--- src/rtl/neural_stream_scheduler.sv ---
// Round-robin burst scheduler sharing one compressor among N_CH streams; first beat CFG_CYCLES+1 cycles after grant.
// Data path is combinational in XFER; c_tready back-pressure goes straight to the granted channel's s_tready.
module neural_stream_scheduler #(
  parameter int N_CH         = 4,
  parameter int DATA_WIDTH   = 32,
  parameter int BURST_LEN    = 16,
  parameter int CFG_CYCLES   = 2,
  parameter int DRAIN_CYCLES = 8,
  localparam int CW          = (N_CH > 1) ? $clog2(N_CH) : 1
) (
  input  logic                       clk,
  input  logic                       rst_n,
  input  logic [N_CH*DATA_WIDTH-1:0] s_tdata,
  input  logic [N_CH-1:0]            s_tvalid,
  input  logic [N_CH-1:0]            s_tlast,
  output logic [N_CH-1:0]            s_tready,
  output logic [DATA_WIDTH-1:0]      c_tdata,
  output logic                       c_tvalid,
  output logic                       c_tlast,
  input  logic                       c_tready,
  input  logic [N_CH*DATA_WIDTH-1:0] chan_threshold,
  input  logic                       sched_enable,
  output logic [DATA_WIDTH-1:0]      cfg_threshold,
  output logic                       cfg_enable,
  output logic [CW-1:0]              cur_chan,
  output logic                       burst_done
);

  localparam int BW      = $clog2(BURST_LEN + 1);
  localparam int DRAIN_N = (DRAIN_CYCLES == 0) ? 1 : DRAIN_CYCLES;
  localparam int CNT_MAX = (CFG_CYCLES > DRAIN_N) ? CFG_CYCLES : DRAIN_N;
  localparam int TW      = $clog2(CNT_MAX + 1);

  typedef enum logic [1:0] {S_IDLE, S_CFG, S_XFER, S_DRAIN} state_t;

  state_t                  state_q, state_d;
  logic [CW-1:0]           rr_ptr_q, rr_ptr_d;
  logic [CW-1:0]           cur_chan_q, cur_chan_d;
  logic [BW-1:0]           beat_cnt_q, beat_cnt_d;
  logic [TW-1:0]           tmr_q, tmr_d;
  logic [DATA_WIDTH-1:0]   cfg_thr_q, cfg_thr_d;
  logic                    burst_done_q, burst_done_d;

  logic [DATA_WIDTH-1:0]   ch_dat [N_CH];
  logic [DATA_WIDTH-1:0]   ch_thr [N_CH];
  logic                    grant_vld;
  logic [CW-1:0]           grant_idx;
  logic [CW-1:0]           next_ptr;

  for (genvar g = 0; g < N_CH; g++) begin : g_ch
    assign ch_dat[g] = s_tdata[g*DATA_WIDTH +: DATA_WIDTH];
    assign ch_thr[g] = chan_threshold[g*DATA_WIDTH +: DATA_WIDTH];
  end

  // First requesting channel at or after rr_ptr, wrapping modulo N_CH.
  always_comb begin
    logic [CW:0] cand;
    grant_vld = 1'b0;
    grant_idx = '0;
    cand      = '0;
    for (int i = 0; i < N_CH; i++) begin
      cand = {1'b0, rr_ptr_q} + (CW+1)'(i);
      if (cand >= (CW+1)'(N_CH)) cand = cand - (CW+1)'(N_CH);
      if (!grant_vld && s_tvalid[cand[CW-1:0]]) begin
        grant_vld = 1'b1;
        grant_idx = cand[CW-1:0];
      end
    end
  end

  assign next_ptr = (cur_chan_q == CW'(N_CH - 1)) ? '0 : cur_chan_q + 1'b1;

  always_comb begin
    state_d      = state_q;
    rr_ptr_d     = rr_ptr_q;
    cur_chan_d   = cur_chan_q;
    beat_cnt_d   = beat_cnt_q;
    tmr_d        = tmr_q;
    cfg_thr_d    = cfg_thr_q;
    burst_done_d = 1'b0;
    s_tready     = '0;
    c_tdata      = '0;
    c_tvalid     = 1'b0;
    c_tlast      = 1'b0;
    cfg_enable   = 1'b0;
    case (state_q)
      S_IDLE: begin
        if (sched_enable && grant_vld) begin
          cur_chan_d = grant_idx;
          cfg_thr_d  = ch_thr[grant_idx];
          tmr_d      = '0;
          state_d    = S_CFG;
        end
      end
      S_CFG: begin
        if (tmr_q == TW'(CFG_CYCLES - 1)) begin
          tmr_d   = '0;
          state_d = S_XFER;
        end else begin
          tmr_d = tmr_q + 1'b1;
        end
      end
      S_XFER: begin
        cfg_enable           = 1'b1;
        c_tvalid             = s_tvalid[cur_chan_q];
        c_tdata              = ch_dat[cur_chan_q];
        s_tready[cur_chan_q] = c_tready;
        c_tlast = c_tvalid & (s_tlast[cur_chan_q] | (beat_cnt_q == BW'(BURST_LEN - 1)));
        if (c_tvalid && c_tready) begin
          if (c_tlast) begin
            burst_done_d = 1'b1;
            rr_ptr_d     = next_ptr;
            beat_cnt_d   = '0;
            tmr_d        = '0;
            state_d      = S_DRAIN;
          end else begin
            beat_cnt_d = beat_cnt_q + 1'b1;
          end
        end
      end
      S_DRAIN: begin
        cfg_enable = 1'b1;
        if (tmr_q == TW'(DRAIN_N - 1)) begin
          tmr_d   = '0;
          state_d = S_IDLE;
        end else begin
          tmr_d = tmr_q + 1'b1;
        end
      end
      default: state_d = S_IDLE;
    endcase
  end

  // rst_n is active-high in this codebase despite its name.
  always_ff @(posedge clk or posedge rst_n) begin
    if (rst_n) begin
      state_q      <= S_IDLE;
      rr_ptr_q     <= '0;
      cur_chan_q   <= '0;
      beat_cnt_q   <= '0;
      tmr_q        <= '0;
      cfg_thr_q    <= '0;
      burst_done_q <= 1'b0;
    end else begin
      state_q      <= state_d;
      rr_ptr_q     <= rr_ptr_d;
      cur_chan_q   <= cur_chan_d;
      beat_cnt_q   <= beat_cnt_d;
      tmr_q        <= tmr_d;
      cfg_thr_q    <= cfg_thr_d;
      burst_done_q <= burst_done_d;
    end
  end

  assign cur_chan      = cur_chan_q;
  assign cfg_threshold = cfg_thr_q;
  assign burst_done    = burst_done_q;

endmodule

--- config.mk ---
export PLATFORM = sky130hd
export DESIGN_NAME = neural_stream_scheduler
export DESIGN_NICKNAME = d
export VERILOG_FILES = /design/src/rtl/neural_stream_scheduler.sv
export SDC_FILE = /design/constraint.sdc
export NUM_CORES = 1
export LEC_CHECK = 0
export ABC_AREA = 1
export CORE_AREA = 2 2 132 134
export DETAILED_ROUTE_END_ITERATION = 10
export DIE_AREA = 0 0 134 136
export DONT_BUFFER_PORTS = 1
export GPL_ROUTABILITY_DRIVEN = 0
export SLEW_MARGIN = 20
export SYNTH_ARGS = -nofsm -noshare
export SYNTH_HDL_FRONTEND = slang
export SYNTH_SLANG_ARGS = --single-unit
--- constraint.sdc ---
create_clock -name clk -period 1.8 [get_ports clk]
set_input_delay 0.45 -clock clk [delete_from_list [all_inputs] [get_ports clk]]
set_output_delay 0.45 -clock clk [all_outputs]
set_load 0.005 [all_outputs]
==> impl_metrics.yaml <==
critical_path:
  path_delay_family: "simple AND/OR/NAND/NOR gates"
  worstPathCellList: "buf_6 -> nand2_2 -> nand2_2 -> nand2_1 -> nand2_2 -> nand2_4 -> nand2_2 -> nand2_2 -> nand3_4 -> buf_6 -> buf_12 -> buf_16 -> nand2_2 -> nand2_2 -> nand2_2 -> nand3_2"
  required_ns: 1.98
  critPathMaxStageDelay_ns: 0.48
  startpoint_type: "register"
  crit_path_max_fanout: 7
  slowest_stage: "dfrtp_2"
  criticalPathCategory: "reg2reg"
  critPathMostFrequentCell: "nand2_2"
  cp_num_buf_inv: 4
  cp.arrival_ns: 2.26
  end_kind: "register"
sta:
  hold_violations: 0
  finalSetupViolCount: 74
  finalSetupTns_ns: -13.96
  fmax_ghz: 0.481
  tightestPinTransition_ns: 0.443
  setup_slack_ns: -0.278
  min_period_ns: 2.08
  rsz0062_at_grt: "yes"
  max_slew_margin_pct: 70.2
  final.period_utilization_pct: 115
  slew_viol_final: 0
  clock-skew-final_ns: 0.00873
layout:
  drive_gt1_share_pct: 56.9
  fin_nets: 1217
  syn_to_final_growth_pct: 76.0
  antenna_cells: 0
  fin_area_sq_um: 8900
placed_design:
  dpl.hpwl_microns: 12800
  placed_area_sq_um: 5490
  port_buffers: 0
  post-place-ws_ns: -0.134
synthesis:
  seq_area_frac_synth_pct: 23.8
  synth_compound_area_share_pct: 12.3
  synth_top_family_by_area: "simple AND/OR/NAND/NOR gates"
  netlist_instances: 853
  synth-seq-cells: 48
  synthSimpleGateAreaFrac_pct: 50.4
  synth_fp_nets: 1134
  yosys_warnings: 0
  synth_xor_area_share_pct: 0
  yosys.area.top_type_share_pct: 23.8
  yosys.area.top_type: "dfrtp_1"
  synth.area.mux_share_pct: 0
  syn_area_sq_um: 5050
  synth.area.top_cells: "dfrtp_1, nand2_1, nor2_1"
  yosys.area_share.adder_pct: 3.22
  yosysUniqueCellTypes: 30
  syn-mean-instance-area_sq_um: 5.92
floorplanning:
  rows: 48
  start_util_pct: 29.9
  ioPinCount: 342
  die_w_microns: 134
  die_area_sq_um: 18200
  die_h_microns: 136
  core_area_sq_um: 16900
routing:
  first_pass_iters: 4
  drtAntennaViolNets: 0
  routed_wl_microns: 23900
  viasPerCell: 5.49
  drt-initial-drc-count: 228
  vias: 6378
  wl_per_cell_microns: 20.6
  drc_errors: 0
global_routing:
  grt_usage_pct: 22.8
  grt_pass1_wl_microns: 32600
  grt_max_degree: 34
  grt_pass1_vias: 6135
  grt_overflow: 0
  grt_antenna_before_repair: 0
clock_tree:
  htree_levels: 2
  cts-root-buf: "clkbuf_16"
  cts_inserted_buffers: 5
  clk_latency_ns: 0.29
  clk_pin_slew_ns: 0.07
  cts_tree: "done"
  cts.path.max_buffers: 2
  numClockSinks: 48
pwr:
  peakVddDrop_mv: 1.94
  p_per_area_nw_per_um2: 2410
  p_total_mw: 21.4
  leakage_nw: 4.02
outcome:
  violations: "setup timing"
  status: "finished with violations"
hold_path:
  holdCritPathClass: "in2async"
run:
  cap_viol_max_count: 0
==> repair_timing <==
action / in CTS / in global routing
gates cloned: 35 / 4
pin swaps: 147 / 164
endpoints found under the setup margin: 77 / 82
resized for setup: 344 / 283
setup buffers: 46 / 12
hold buffers: 0 / 0
==> routing by layer <==
| metal | part of all wire (%) | vias to the layer above | global-route usage, % |
|---|---|---|---|
| met1 | 35 | 3025 | 25.3 |
| met3 | 8.3 | 80 | 3.77 |
| li1 | - | 2910 | - |
| met2 | 53 | 363 | 43.0 |
| met5 | 0 | - | 0 |
| met4 | 3.8 | 0 | 9.34 |
==> cell families (layout without fill, tap and decap cells) <==
group                    Yosys count  count (layout)
flip-flops                        48              48
adder cells (fa/ha/maj)           13              13
buffers and inverters            107             189
AND/OR/NAND/NOR                  562             564
AO/OA/AOI/OAI                    123             123
==> layout by cell type (no fill, tap or decap), types with 17 or more instances in the layout <==
master   count
nand2_1    189
nand2_2     92
nand3_2     69
nor2_4      62
nor2_1      48
buf_4       47
dfrtp_1     44
inv_1       36
nor2_2      35
nand3_1     32
o21ai_2     30
o21ai_1     30
a21oi_2     30
buf_16      24
buf_12      24
buf_6       23
nand2_4     17
==> Yosys cell counts <==
master    number
buf_6          5
ha_1          13
clkinv_1       1
buf_1          4
inv_6          1
nor3_1         1
nor2_1       142
buf_2         21
nor2_2         1
o31ai_1        1
nand2_1      271
inv_2          7
dfrtp_1       48
nand3b_1       1
o21ai_0       78
o22ai_1        1
a21oi_1       39
inv_1         43
a21oi_2        1
nand2_4        4
clkbuf_1      19
o21ai_1        3
nand3_4        2
nor2_8         3
buf_4          4
buf_12         2
nand2_2       25
nand3_2       23
nand4_2        1
nand3_1       88
==> layout make-up <==
cell class                      count  area [sq um]
Tap cell                          225           282
Timing Repair inverter              1          7.51
Fill cell                        1454          7980
Multi-Input combinational cell    700          5020
Clock buffer                        7           153
Sequential cell                    48          1210
Inverter                           52           235
Timing Repair Buffer              128          1960
Clock inverter                      1          30.0
==> where the power goes <==
part	switching, mW	internal (mW)
logic	9.74	8.44
registers	0.493	1.58
clock network	0.422	0.733
==> registers in the layout (all words and copies together), names as in the netlist <==
signal         flops
burst_done         1
tmr_q              4
state_q            2
beat_cnt_q         5
rr_ptr_q           2
cfg_threshold     32
cur_chan           2
==> through the flow <==
| step | instances | hold WS, ns | util [%] |
|---|---|---|---|
| finish | 1162 | 0.0316 | 52.7 |
| global route | 1162 | 0.0513 | 52.7 |
| CTS | 1162 | 0.0434 | 47.5 |
| detailed placement | 1073 | 0.355 | 32.6 |
| global placement | 1073 | 0.352 | 32.6 |
| floorplan | 853 | 0.472 | - |
==> path summary, 6_finish.rpt <==
| kind | slack [ns] | cells after the start | start | to |
|---|---|---|---|---|
| max | -0.28 | 16 | rr_ptr_q[0]$_DFFE_PP0P_ | cfg_threshold[17]$_DFFE_PP0P_ |
| min | 0.03 | 1 | rst_n | state_q[1]$_DFFE_PP0P_ |
| max reg2reg | -0.28 | 16 | rr_ptr_q[0]$_DFFE_PP0P_ | cfg_threshold[17]$_DFFE_PP0P_ |
| min reg2reg | 0.50 | 2 | cfg_threshold[9]$_DFFE_PP0P_ | cfg_threshold[9]$_DFFE_PP0P_ |
| max in group asynchronous | 1.24 | 2 | rst_n | cfg_threshold[1]$_DFFE_PP0P_ |
| min in group clk | 0.36 | 4 | chan_threshold[80] | cfg_threshold[16]$_DFFE_PP0P_ |
Note: power is estimated with default switching activity, not from simulation.
